$ cat config.mk
export PLATFORM = sky130hd
export DESIGN_NAME = alu16_seq
export DESIGN_NICKNAME = d
export VERILOG_FILES = /design/src/rtl/alu16_seq.sv
export SDC_FILE = /design/constraint.sdc
export NUM_CORES = 1
export LEC_CHECK = 0
export BUFFER_PORTS_ARGS = -buffer_cell sky130_fd_sc_hd__buf_2
export CORE_AREA = 10 10 89 91
export DETAILED_ROUTE_END_ITERATION = 8
export DIE_AREA = 0 0 99 101
export GPL_ROUTABILITY_DRIVEN = 0
export GPL_TIMING_DRIVEN = 1
export PLACE_DENSITY = 0.83
export SYNTH_ARGS = -nofsm -noshare
export SYNTH_HDL_FRONTEND = slang
export SYNTH_SLANG_ARGS = --single-unit
$ cat constraint.sdc
create_clock -name clk -period 2.4 [get_ports clk]
set_clock_uncertainty 0.1 [all_clocks]
set_input_delay 0.24 -clock clk [delete_from_list [all_inputs] [get_ports clk]]
set_output_delay 0.24 -clock clk [all_outputs]
set_load 0.01 [all_outputs]
$ cat src/rtl/alu16_seq.sv
// Two-pass 16-bit arithmetic sequencer (ADD HL,rr / INC rr / DEC rr / ADD SP,e8)
// built around an external combinational 8-bit ALU.
module alu16_seq (
  input  logic        clk,
  input  logic        rst_n,
  input  logic        start,
  input  logic [1:0]  op,
  input  logic [15:0] a16,
  input  logic [15:0] b16,
  input  logic [7:0]  flagsIn,
  output logic        busy,
  output logic        done,
  output logic [15:0] res16,
  output logic [7:0]  flagsRes,
  output logic [7:0]  aluA,
  output logic [7:0]  aluB,
  output logic [3:0]  aluOp,
  output logic        aluCarry,
  input  logic [7:0]  aluRes,
  input  logic [7:0]  aluFlags
);

  localparam logic [1:0] OP_ADD16 = 2'b00;
  localparam logic [1:0] OP_INC16 = 2'b01;
  localparam logic [1:0] OP_DEC16 = 2'b10;
  localparam logic [1:0] OP_ADDSP = 2'b11;

  localparam logic [3:0] ALU_ADD = 4'b0000;
  localparam logic [3:0] ALU_ADC = 4'b0001;
  localparam logic [3:0] ALU_SUB = 4'b0010;
  localparam logic [3:0] ALU_SBC = 4'b0011;

  typedef enum logic [1:0] {
    S_IDLE = 2'd0,
    S_LO   = 2'd1,
    S_HI   = 2'd2,
    S_DONE = 2'd3
  } state_t;

  state_t      r_state;
  state_t      w_next;
  logic [15:0] r_a;
  logic [15:0] r_b;
  logic [1:0]  r_op;
  logic [7:0]  r_fin;
  logic [7:0]  r_res_lo;
  logic        r_h_lo;
  logic        r_c_lo;
  logic [7:0]  w_b_lo;
  logic [7:0]  w_b_hi;
  logic [7:0]  w_flags_new;

  // State register
  always_ff @(posedge clk or negedge rst_n) begin
    if (!rst_n) begin
      r_state <= S_IDLE;
    end else begin
      r_state <= w_next;
    end
  end

  // Next-state decode
  always_comb begin
    w_next = r_state;
    case (r_state)
      S_IDLE: begin
        if (start) begin
          w_next = S_LO;
        end else begin
          w_next = S_IDLE;
        end
      end
      S_LO:    w_next = S_HI;
      S_HI:    w_next = S_DONE;
      S_DONE:  w_next = S_IDLE;
      default: w_next = S_IDLE;
    endcase
  end

  // Operand B bytes per operation; INC/DEC step by one, ADDSP sign-extends e8
  always_comb begin
    w_b_lo = 8'h00;
    w_b_hi = 8'h00;
    case (r_op)
      OP_ADD16: begin
        w_b_lo = r_b[7:0];
        w_b_hi = r_b[15:8];
      end
      OP_INC16, OP_DEC16: begin
        w_b_lo = 8'h01;
        w_b_hi = 8'h00;
      end
      OP_ADDSP: begin
        w_b_lo = r_b[7:0];
        w_b_hi = {8{r_b[7]}};
      end
      default: begin
        w_b_lo = r_b[7:0];
        w_b_hi = r_b[15:8];
      end
    endcase
  end

  // Drive to alu8: pure decode of state and latched operands
  always_comb begin
    aluA     = 8'h00;
    aluB     = 8'h00;
    aluOp    = ALU_ADD;
    aluCarry = 1'b0;
    case (r_state)
      S_LO: begin
        aluA  = r_a[7:0];
        aluB  = w_b_lo;
        aluOp = (r_op == OP_DEC16) ? ALU_SUB : ALU_ADD;
      end
      S_HI: begin
        aluA     = r_a[15:8];
        aluB     = w_b_hi;
        aluOp    = (r_op == OP_DEC16) ? ALU_SBC : ALU_ADC;
        aluCarry = r_c_lo;
      end
      default: begin
        aluA     = 8'h00;
        aluB     = 8'h00;
        aluOp    = ALU_ADD;
        aluCarry = 1'b0;
      end
    endcase
  end

  // Final F value, valid while in HI (uses the live high-pass H/C from alu8)
  always_comb begin
    w_flags_new = 8'h00;
    case (r_op)
      OP_ADD16: w_flags_new = {r_fin[7], 1'b0, aluFlags[5], aluFlags[4], 4'b0000};
      OP_INC16: w_flags_new = {r_fin[7:4], 4'b0000};
      OP_DEC16: w_flags_new = {r_fin[7:4], 4'b0000};
      OP_ADDSP: w_flags_new = {2'b00, r_h_lo, r_c_lo, 4'b0000};
      default:  w_flags_new = {r_fin[7:4], 4'b0000};
    endcase
  end

  // Operand latch, low-pass capture and result registers
  always_ff @(posedge clk or negedge rst_n) begin
    if (!rst_n) begin
      r_a      <= 16'h0000;
      r_b      <= 16'h0000;
      r_op     <= 2'b00;
      r_fin    <= 8'h00;
      r_res_lo <= 8'h00;
      r_h_lo   <= 1'b0;
      r_c_lo   <= 1'b0;
      res16    <= 16'h0000;
      flagsRes <= 8'h00;
    end else begin
      case (r_state)
        S_IDLE: begin
          if (start) begin
            r_a   <= a16;
            r_b   <= b16;
            r_op  <= op;
            r_fin <= flagsIn;
          end
        end
        S_LO: begin
          r_res_lo <= aluRes;
          r_h_lo   <= aluFlags[5];
          r_c_lo   <= aluFlags[4];
        end
        S_HI: begin
          res16    <= {aluRes, r_res_lo};
          flagsRes <= w_flags_new;
        end
        default: begin
          r_res_lo <= r_res_lo;
        end
      endcase
    end
  end

  // Status outputs registered from the next state so they line up with it
  always_ff @(posedge clk or negedge rst_n) begin
    if (!rst_n) begin
      busy <= 1'b0;
      done <= 1'b0;
    end else begin
      busy <= (w_next != S_IDLE);
      done <= (w_next == S_DONE);
    end
  end

endmodule

==> Word level (Yosys, flattened, before mapping) <==
Cells that the tools add are included.
{ "totals": {"input_bits": 61, "output_inout_bits": 47, "regBits": 80, "elab_cells": 36} }
{ "op_classes": {"muxes": 11, "n_reduce_logical": 6, "eq_ne": 7} }
{ "op_table": {"columns": ["op", "n"], "rows": [
  ["8-bit one-hot mux with 2 select lines", 3],
  ["8-bit one-hot mux with 3 select lines", 2],
  ["2-bit == test (second input constant)", 5],
  ["2-bit one-hot mux with 4 select lines", 1],
  ["2-bit by 1-bit == test with 1-bit output (second input constant)", 2],
  ["2-bit logical NOT", 2],
  ["2-bit 2-to-1 mux", 2],
  ["2-bit one-hot mux with 2 select lines", 1],
  ["2-bit OR reduction", 2],
  ["1-bit 2-to-1 mux", 2],
  ["2-bit AND reduction", 1],
  ["2-bit nonzero test", 1]
]} }

==> Logic depth before layout (Yosys ltp) <==
Gate-level depths: netlist of run 1.
{ "logic_depth": {"word_depth": 4, "depth_mapped": 6, "mapped_depth_nobuf": 4} }

==> Worst setup path before layout of run 1 <==
No wires, ideal clock.
{ "synth_path": {"path_type": "register to output", "startpoint": "reg r_state[0]", "endpoint": "out aluB[0]", "n_path_buf": 1, "stages_incl_launch_ff": 6, "path_slack_ns": 0.664, "t_arrival_ns": 1.396, "required_time_ns": 2.060, "cell_sequence": "dfrtp_1 -> inv_1 -> ha_1 -> buf_2 -> nand2_1 -> o21ai_0"} }
{ "synth_via": {"elab_chain_len": 2, "word_cells_on_any_way": 3, "classes_between": "eq/ne (2); mux (1)"} }
{ "synth_rtl": {"columns": ["item", "line_no", "source"], "rows": [
  ["start: declaration", "40", "state_t r_state;"],
  ["start signal: assignment", "58", "r_state <= w_next;"],
  ["2-bit == test or 2-bit by 1-bit == test with 1-bit output (tied branches)", "110", "case (r_state)"],
  ["8-bit one-hot mux with 2 select lines *", "110", null],
  ["end: declaration", "16", "output logic [7:0] aluB,"]
]} }
Every way passes the cells marked *; elsewhere a longest branch is shown, timed or not.

==> Worst setup path after layout of run 1 <==
{ "layout_path": {"startpoint": "reg r_op[1]", "endpoint": "out aluB[2]"} }
{ "layout_via": {"elab_chain_len": 4, "word_cells_on_any_way": 9, "classes_between": "eq/ne (3); mux (3); reduce/logical (3)"} }
{ "layout_rtl": {"columns": ["item", "line_no", "source"], "rows": [
  ["start: declaration", "44", "logic [1:0] r_op;"],
  ["start signal: assignment", "161", "r_op <= op;"],
  ["2-bit == test, or another cell as far along", "84", "case (r_op)"],
  ["2-bit OR reduction (no line)", null, null],
  ["8-bit one-hot mux with 3 select lines or 8-bit one-hot mux with 2 select lines (tied branches)", "84", null],
  ["8-bit one-hot mux with 2 select lines *", "110", null]
]} }
Marked as above.

==> results of run 1 <==
logic make-up after synthesis:
kind of cell,synth area share [%]
simple gates,4.94
flops,55.6
mux,24.9
buf+inv,4.94
compound gates,6.87
fa+ha+maj,2.70
other cells,0.116
cells in the mapped netlist:
cell type / count / area share (%)
or2_1: 1 / 0.19
nor2_1: 2 / 0.23
a22oi_1: 15 / 3.5
ha_1: 7 / 2.7
dfrtp_1: 72 / 56
a311oi_1: 2 / 0.54
o211ai_1: 2 / 0.46
buf_6: 3 / 1.0
conb_1: 1 / 0.12
o211a_1: 1 / 0.31
mux2_2: 45 / 16
buf_2: 5 / 0.77
buf_4: 8 / 1.9
clkbuf_1: 5 / 0.58
nand3_1: 1 / 0.15
and2_1: 1 / 0.19
nor2b_1: 9 / 1.7
inv_1: 6 / 0.69
mux2_4: 20 / 9.3
nand2_1: 6 / 0.69
nand4_1: 2 / 0.39
o2bb2ai_1: 6 / 1.6
nand4b_1: 2 / 0.54
o21ai_0: 3 / 0.46
and3b_1: 3 / 0.81
layout by cell type, fill, tap and decap left out, types with 6 or more instances in the layout:
cell / count
o2bb2ai_1: 6
inv_1: 6
nor2b_1: 9
mux2_2: 45
conb_1: 6
ha_1: 6
a22oi_1: 15
buf_2: 90
buf_4: 6
clkbuf_8: 10
dfrtp_1: 72
mux2_4: 20
worst register-to-register path, stage by stage, from the launching register on:
cell     delay (ps)
dfrtp_1         350
inv_1            80
ha_1            210
nand2_2         240
buf_4           250
mux2_2          360
layer usage:
layer,vias to the layer above,global-route usage [%]
met1,1047,16.5
met4,0,7.06
met3,10,5.14
met5,-,0
li1,992,-
met2,62,24.7
sequential cells by signal, summed over array words and instances (netlist names), 2 cells and up:
name / count
r_op: 2
r_a: 16
r_fin: 4
res16: 16
flagsRes: 4
r_b: 16
r_state: 2
r_res_lo: 8
worst max path at each step:
| stage | startpoint | end | slack (ps) |
|---|---|---|---|
| CTS | r_state[0] | aluB[0] | 140 |
| floorplan | r_state[0] | aluB[0] | 660 |
| finish | r_op[1] | aluB[2] | 160 |
| detailed placement | r_state[0] | aluB[0] | 520 |
| global route | r_state[1] | aluB[0] | 20 |
| global placement | r_state[0] | aluB[0] | 540 |
cell type report:
cell class	count	area, um^2
inverter	6	22.5
multi-input combinational	134	1310
sequential	72	1800
fill	490	2240
clock buffer	11	141
tap	77	96.3
clock inverter	5	56.3
timing repair buffer	99	546
what timing repair did:
action / CTS / global route
buffers inserted: 0 / 0
hold buffers: 1 / 0
resized for setup: 0 / 1
endpoints found under the setup margin: 0 / 1
hold endpoints to repair: 72 / 0
where the power goes:
| part | internal (mW) | switching, mW | leakage, nW | total, mW |
|---|---|---|---|---|
| sequential | 1.84 | 0.354 | 0.850 | 2.20 |
| clock | 0.507 | 0.442 | 0.0993 | 0.949 |
| combinational | 1.38 | 1.19 | 1.01 | 2.57 |
==> results.sh, run 1 <==
export IMPL_cp_end_kind="output pin"
export IMPL_hpwl_um=5390
export IMPL_slew_headroom_pct=40.6
export IMPL_cts_sinks=72
export IMPL_tns_ps=0
export IMPL_ir_worst_vdd_mv=0.672
export IMPL_synth_avg_cell_area_um2=14.2
export IMPL_crit_type="flip-flop to output pin"
export IMPL_slew_viol_final=0
export IMPL_initial_core_util_pct=52.3
export IMPL_slowest_stage="dfrtp_1"
export IMPL_crit_buf_inv=2
export IMPL_critPathMaxStageDelay_ps=400
export IMPL_routed_via_density=5.23
export IMPL_worst_pin_slew_ps=891
export IMPL_cts_tree="done"
export IMPL_period_share_pct=93.2
export IMPL_place_area_mm2=0.00376
export IMPL_regToRegSetupSlack_ps=700
export IMPL_layout_min_cycle_time_ps=2240
export IMPL_final_cell_count_no_fill=404
export IMPL_firstDrtPassIters=4
export IMPL_drt_met1_wl_um=2970
export IMPL_coreArea_mm2=0.00620
export IMPL_die_y_um=101
export IMPL_synth_seq_area_share_pct=55.6
export IMPL_fin_util_pct=64.0
export IMPL_hold_class="primary input to flip-flop"
export IMPL_clock_latency_ps=340
export IMPL_ioPinCount=108
export IMPL_wl_per_cell_um=18.0
export IMPL_finalWorstSetupSlack_ps=164
export IMPL_numCtsBuffers=9
export IMPL_place_inst=387
export IMPL_hold_viol=0
export IMPL_grt_pass1_vias=2393
export IMPL_yosys_warnings=0
export IMPL_grt_use_total_pct=14.8
export IMPL_clockBufferDepth=2
export IMPL_power_density_mw_per_mm2=1440
export IMPL_die_w_um=99
export IMPL_finalSetupViolCount=0
export IMPL_grt_pass1_wl_um=11900
export IMPL_yosysUniqueCellTypes=25
export IMPL_io_buffers=91
export IMPL_status="completed"
export IMPL_cp_max_fo=7
export IMPL_crit_required_ps=2060
export IMPL_cts_root_buffer="clkbuf_8"
export IMPL_area_growth_pct=22.4
export IMPL_worstPathCellList="inv_1 -> ha_1 -> and3b_1 -> o2bb2ai_1 -> buf_2"
export IMPL_n_antenna_cell=0
export IMPL_hold_start="op[1]"
export IMPL_wl_um=7290
export IMPL_fin_hold_ws_ps=23.2
export IMPL_route_met2_wl_um=3680
export IMPL_post_synth_instance_area_mm2=0.00324
export IMPL_cp_num_cells=5
export IMPL_reg2regPathDepth=5
export IMPL_grt_max_degree=73
export IMPL_max_cap_violations=0
export IMPL_synth_seq_cells=72
export IMPL_clock_fmax_ghz=0.447
export IMPL_rsz0062_at_grt="false"
export IMPL_vias=2111
export IMPL_netlist_instances=228
export IMPL_arrival_ps=1900
export IMPL_drt_initial_drc_count=67
export IMPL_grt_overflow=0
export IMPL_leakage_nw=1.96
export IMPL_crit_family="flip-flops"
export IMPL_drtAntennaViolNets=0
export IMPL_htreeDepth=3
export IMPL_worstReg2RegStart="r_state[0]"
export IMPL_die_area_mm2=0.0100
export IMPL_antenna_found_initial=0
export IMPL_fin_area_mm2=0.00397
export IMPL_startpoint_type="flip-flop"
export IMPL_wl_met3_um=522
export IMPL_worstHoldPathCells=2
export IMPL_drt_drc_violations_left=0
export IMPL_clk_pin_slew_ps=80
export IMPL_fin_total_pwr_mw=5.71
export IMPL_timing_rr_end="r_a[15]"
export IMPL_drive_gt1_share_pct=55.0
export IMPL_fin_nets=390
export IMPL_num_rows=29
export IMPL_preCtsSetupSlack_ps=524
export IMPL_min_to="r_op[1]"
export IMPL_topRoutingLayerUsed="met4"
Power figures use the tool's default switching activity.
==> run 2, diff against run 1 <==
--- a/config.mk
+++ b/config.mk
@@ -12,6 +12,7 @@
 export GPL_ROUTABILITY_DRIVEN = 0
 export GPL_TIMING_DRIVEN = 1
 export PLACE_DENSITY = 0.83
+export SETUP_SLACK_MARGIN = 0.5
 export SYNTH_ARGS = -nofsm -noshare
 export SYNTH_HDL_FRONTEND = slang
 export SYNTH_SLANG_ARGS = --single-unit
==> constraint.sdc (replaced) <==
create_clock -name clk -period 2.84 [get_ports clk]
set_clock_uncertainty 0.1 [all_clocks]
set_input_delay 0.284 -clock clk [delete_from_list [all_inputs] [get_ports clk]]
set_output_delay 0.284 -clock clk [all_outputs]
set_load 0.01 [all_outputs]
==> run 2 against run 1 <==
Utilization fell by 0.42 points. Global-route usage rose by 0.072 points. Highest routed layer unchanged. Critical path depth rose by 1. Register-to-register slack improved by 180 ps. First-iteration DRC count rose by 15%. Die area did not move. Largest power group unchanged. Worst setup slack improved by 410 ps. Critical path type unchanged. Via count fell by 0.85%.
==> results.sh, run 2 (synthesis gave the netlist of run 1 again) <==
export IMPL_grt_use_total_pct=14.9
export IMPL_tns_ps=0
export IMPL_cts_tree="done"
export IMPL_hold_viol=0
export IMPL_crit_required_ps=2460
export IMPL_cts_sinks=72
export IMPL_htreeDepth=3
export IMPL_fin_nets=387
export IMPL_initial_core_util_pct=52.3
export IMPL_leakage_nw=1.93
export IMPL_worst_pin_slew_ps=895
export IMPL_fin_hold_ws_ps=77.9
export IMPL_drive_gt1_share_pct=54.9
export IMPL_area_growth_pct=21.6
export IMPL_fillers=506
export IMPL_ir_worst_vdd_mv=0.744
export IMPL_max_cap_violations=0
export IMPL_clock_latency_ps=330
export IMPL_rsz0062_at_grt="true"
export IMPL_die_area_mm2=0.0100
export IMPL_top_regs="r_a x16, r_b x16, res16 x16"
export IMPL_fin_util_pct=63.5
export IMPL_drtAntennaViolNets=0
export IMPL_clock_fmax_ghz=0.442
export IMPL_critPathMaxStageDelay_ps=420
export IMPL_die_w_um=99
export IMPL_antenna_found_initial=0
export IMPL_arrival_ps=1880
export IMPL_power_density_mw_per_mm2=1200
export IMPL_crit_type="flip-flop to output pin"
export IMPL_cts_root_buffer="clkbuf_8"
export IMPL_slew_viol_final=0
export IMPL_hpwl_um=5310
export IMPL_final_cell_mix="90 x buf_2, 72 x dfrtp_1, 45 x mux2_2"
export IMPL_cp_max_fo=10
export IMPL_finalSetupViolCount=0
export IMPL_num_rows=29
export IMPL_vias=2093
export IMPL_grt_pass1_vias=2434
export IMPL_reg2regPathDepth=5
export IMPL_drt_drc_violations_left=0
export IMPL_crit_buf_inv=3
export IMPL_startpoint_type="flip-flop"
export IMPL_period_share_pct=79.7
export IMPL_status="completed"
export IMPL_coreArea_mm2=0.00620
export IMPL_place_inst=384
export IMPL_slew_headroom_pct=40.3
export IMPL_drt_initial_drc_count=77
export IMPL_grt_pass1_wl_um=12000
export IMPL_wl_um=7290
export IMPL_ioPinCount=108
export IMPL_hold_class="primary input to flip-flop"
export IMPL_worstHoldPathCells=2
export IMPL_worstPathCellList="inv_1 -> ha_4 -> buf_4 -> nand2_1 -> o2bb2ai_1 -> buf_2"
export IMPL_die_y_um=101
export IMPL_cp_num_cells=6
export IMPL_io_buffers=91
export IMPL_cp_end_kind="output pin"
export IMPL_wl_per_cell_um=18.2
export IMPL_clockBufferDepth=2
export IMPL_numCtsBuffers=9
export IMPL_layout_min_cycle_time_ps=2260
export IMPL_crit_family="buffers and inverters"
export IMPL_slowest_stage="dfrtp_1"
export IMPL_firstDrtPassIters=4
export IMPL_grt_max_degree=73
export IMPL_routed_via_density=5.22
export IMPL_post_cts_buffers=0
export IMPL_n_antenna_cell=0
export IMPL_clk_pin_slew_ps=70
export IMPL_grt_overflow=0
export IMPL_final_cell_count_no_fill=401
export IMPL_final_common_cell="buf_2"
-- run 2: final timing paths --
path                       startpoint       end  slack (ps)
min in group asynchronous       rst_n  res16[8]         500
max in group asynchronous       rst_n  res16[7]        1540
min reg2reg                  res16[8]  res16[8]         400
max reg2reg                r_state[0]   r_a[13]         880
min                        flagsIn[7]  r_fin[7]          80
max                        r_state[0]   aluB[2]         580
-- run 2: area by class of cell --
class                   instances  area [um^2]  share of cell area [%]
clock buffers                  13          149                    3.78
well taps                      77         96.3                    2.44
inverters                       6         22.5                   0.571
clock inverters                 3         17.5                   0.444
repair buffers                 96          514                    13.0
multi-input cells             134         1340                    34.0
flip-flops and latches         72         1800                    45.7
-- run 2: stage by stage --
| stage | setup WS (ps) | power (mW) | instance area [um^2] |
|---|---|---|---|
| final | 576 | 4.74 | 3940 |
| after global placement | 756 | 3.90 | 3720 |
| after floorplan | 1060 | 3.33 | 3260 |
| after global routing | 463 | 5.08 | 3940 |
| after CTS | 504 | 4.74 | 3910 |
| after detailed placement | 751 | 4.01 | 3720 |
-- run 2: timing repair --
action,CTS,global route
endpoints found under the setup margin,8,9
hold buffers,1,0
resized for setup,3,5
gates cloned,0,0
endpoints found under the hold margin,7,0
-- run 2: power breakdown --
group	internal (mW)	leakage, nW	switching, mW	total [mW]
registers	1.56	0.850	0.302	1.86
clock network	0.339	0.0834	0.356	0.696
logic	1.18	0.999	1.01	2.18
-- run 2: metal layers --
metal  vias up  GRT usage [%]  share of wire (%)
li1        980              -                  -
met1      1040           16.9                 41
met2        63           24.6                 50
met3        10           5.08                7.2
met4         0           7.06                1.7
met5         -              0                  0
==> run 3, diff against run 2 <==
--- a/config.mk
+++ b/config.mk
@@ -6,12 +6,12 @@
 export NUM_CORES = 1
 export LEC_CHECK = 0
 export BUFFER_PORTS_ARGS = -buffer_cell sky130_fd_sc_hd__buf_2
-export CORE_AREA = 10 10 89 91
+export CORE_AREA = 10 10 96 98
 export DETAILED_ROUTE_END_ITERATION = 8
-export DIE_AREA = 0 0 99 101
+export DIE_AREA = 0 0 106 108
 export GPL_ROUTABILITY_DRIVEN = 0
 export GPL_TIMING_DRIVEN = 1
-export PLACE_DENSITY = 0.83
+export PLACE_DENSITY = 0.74
 export SETUP_SLACK_MARGIN = 0.5
 export SYNTH_ARGS = -nofsm -noshare
 export SYNTH_HDL_FRONTEND = slang
==> constraint.sdc (replaced) <==
create_clock -name clk -period 2 [get_ports clk]
set_clock_uncertainty 0.1 [all_clocks]
set_input_delay 0.2 -clock clk [delete_from_list [all_inputs] [get_ports clk]]
set_output_delay 0.2 -clock clk [all_outputs]
set_load 0.01 [all_outputs]
==> run 3 against run 2 <==
Critical path depth shrank 1. Critical endpoint is now aluB[1]. Highest routed layer unchanged. Clock power grew 78%. Non-clock buffer count grew 94. Clock-buffer cell count shrank 1. Cell area grew 39%. Via count grew 20%. Worst setup slack lost 570 ps. Final cell count grew 30%. Hold slack lost 65 ps. Critical path type unchanged. Sequential share of layout area shrank 13 points. Wire length grew 35%. Largest cell class unchanged.
==> results.sh, run 3 (synthesis gave the netlist of run 1 again) <==
export IMPL_slew_viol_final=0
export IMPL_grt_pass1_wl_um=14500
export IMPL_io_buffers=91
export IMPL_finalSetupViolCount=0
export IMPL_clock_latency_ps=340
export IMPL_final_common_cell="buf_2"
export IMPL_ioPinCount=108
export IMPL_clock_fmax_ghz=0.503
export IMPL_die_y_um=108
export IMPL_crit_type="flip-flop to output pin"
export IMPL_wl_um=9860
export IMPL_htreeDepth=3
export IMPL_numCtsBuffers=9
export IMPL_drtAntennaViolNets=0
export IMPL_coreArea_mm2=0.00745
export IMPL_grt_overflow=0
export IMPL_power_density_mw_per_mm2=1730
export IMPL_routed_via_density=4.83
export IMPL_grt_pass1_vias=2808
export IMPL_cts_root_buffer="clkbuf_8"
export IMPL_vias=2515
export IMPL_n_antenna_cell=0
export IMPL_ir_worst_vdd_mv=1.00
export IMPL_num_rows=32
export IMPL_die_w_um=106
export IMPL_top_regs="r_a x16, r_b x16, res16 x16"
export IMPL_grt_max_degree=43
export IMPL_preCtsSetupSlack_ps=162
export IMPL_cp_end_kind="output pin"
export IMPL_drt_drc_violations_left=0
export IMPL_hold_class="primary input to flip-flop"
export IMPL_period_share_pct=99.5
export IMPL_finalWorstSetupSlack_ps=10.0
export IMPL_antenna_found_initial=0
export IMPL_drt_initial_drc_count=75
export IMPL_status="completed"
export IMPL_fin_nets=482
export IMPL_area_growth_pct=68.9
export IMPL_hpwl_um=5360
export IMPL_crit_required_ps=1700
export IMPL_cts_sinks=72
export IMPL_max_cap_violations=0
export IMPL_drive_gt1_share_pct=60.6
export IMPL_cp_max_fo=6
export IMPL_cts_tree="done"
export IMPL_clk_pin_slew_ps=90
export IMPL_clockBufferDepth=2
export IMPL_grt_use_total_pct=15.9
export IMPL_initial_core_util_pct=43.5
export IMPL_fin_total_pwr_mw=9.46
export IMPL_final_cell_mix="87 x buf_2, 72 x dfrtp_1, 62 x mux2_4"
export IMPL_firstDrtPassIters=4
export IMPL_die_area_mm2=0.0114
export IMPL_arrival_ps=1690
export IMPL_leakage_nw=2.69
export IMPL_layout_min_cycle_time_ps=1990
export IMPL_rsz0062_at_grt="true"
export IMPL_startpoint_type="flip-flop"
export IMPL_hold_viol=0
export IMPL_wl_per_cell_um=18.9
run 3: cell types whose count changed in the layout (fill, tap and decap cells not counted), moves of 4 or more:
cell,previous run,this run
dlygate4sd3_1,1,48
mux2_2,45,3
mux2_4,20,62
buf_6,1,23
buf_4,3,16
a22oi_1,15,6
a22oi_2,0,9
buf_12,1,7
o2bb2ai_1,6,0
o2bb2ai_2,0,6
buf_16,0,4
inv_1,6,2
inv_2,0,4
run 3: where the power goes:
| part | leakage [nW] | switching [mW] | internal, mW | total (mW) |
|---|---|---|---|---|
| combinational | 1.73 | 2.12 | 3.38 | 5.50 |
| clock | 0.109 | 0.561 | 0.679 | 1.24 |
| sequential | 0.850 | 0.504 | 2.21 | 2.72 |
| total | 2.69 | 3.19 | 6.27 | 9.46 |
run 3: worst max-delay path, stage by stage (launching register included):
cell and delay [ps]:
dfrtp_1 380, inv_2 80, ha_4 290, and3b_2 300, o2bb2ai_2 130, buf_2 150
run 3: cell type report:
| type | count | area [um^2] |
|---|---|---|
| inverter | 6 | 22.5 |
| clock inverter | 4 | 51.3 |
| clock buffer | 12 | 165 |
| fill | 510 | 1970 |
| sequential | 72 | 1800 |
| multi-input combinational | 135 | 1670 |
| tap | 102 | 128 |
| timing repair buffer | 190 | 1640 |
run 3: what timing repair did:
action	in CTS	in global routing
setup endpoints to repair	75	82
pin swaps	9	5
hold endpoints to repair	78	1
setup buffers	27	13
hold buffers	47	1
gates cloned	4	3
resized for setup	54	51
run 3: routing by layer:
layer / global-route usage, % / vias up / routed length, um
li1: - / 1179 / -
met1: 17.0 / 1250 / 3880
met2: 29.1 / 69 / 5330
met3: 3.99 / 17 / 446
met4: 7.16 / 0 / 204
met5: 0 / - / 0
run 3: worst paths after layout:
path,slack [ps],start,cells after the start,to
setup / recovery,10,r_state[0],5,aluB[1]
hold / removal,10,aluRes[6],2,res16[14]
setup reg to reg,80,r_state[1],8,busy
hold reg to reg,410,res16[0],1,res16[0]
max in group asynchronous,1000,rst_n,3,busy
min in group asynchronous,240,rst_n,2,flagsRes[7]
run 3: stage by stage:
stage	TNS [ps]	instances	hold WS, ps	util [%]	area (um^2)
6_report	0	521	12.6	73.6	5480
5_1_grt	-656	521	15.5	73.6	5480
4_1_cts	0	504	0.632	68.4	5090
3_5_place_dp	0	410	63.9	51.9	3870
3_3_place_gp	0	410	59.7	51.9	3870
2_1_floorplan	0	233	-196	-	3350
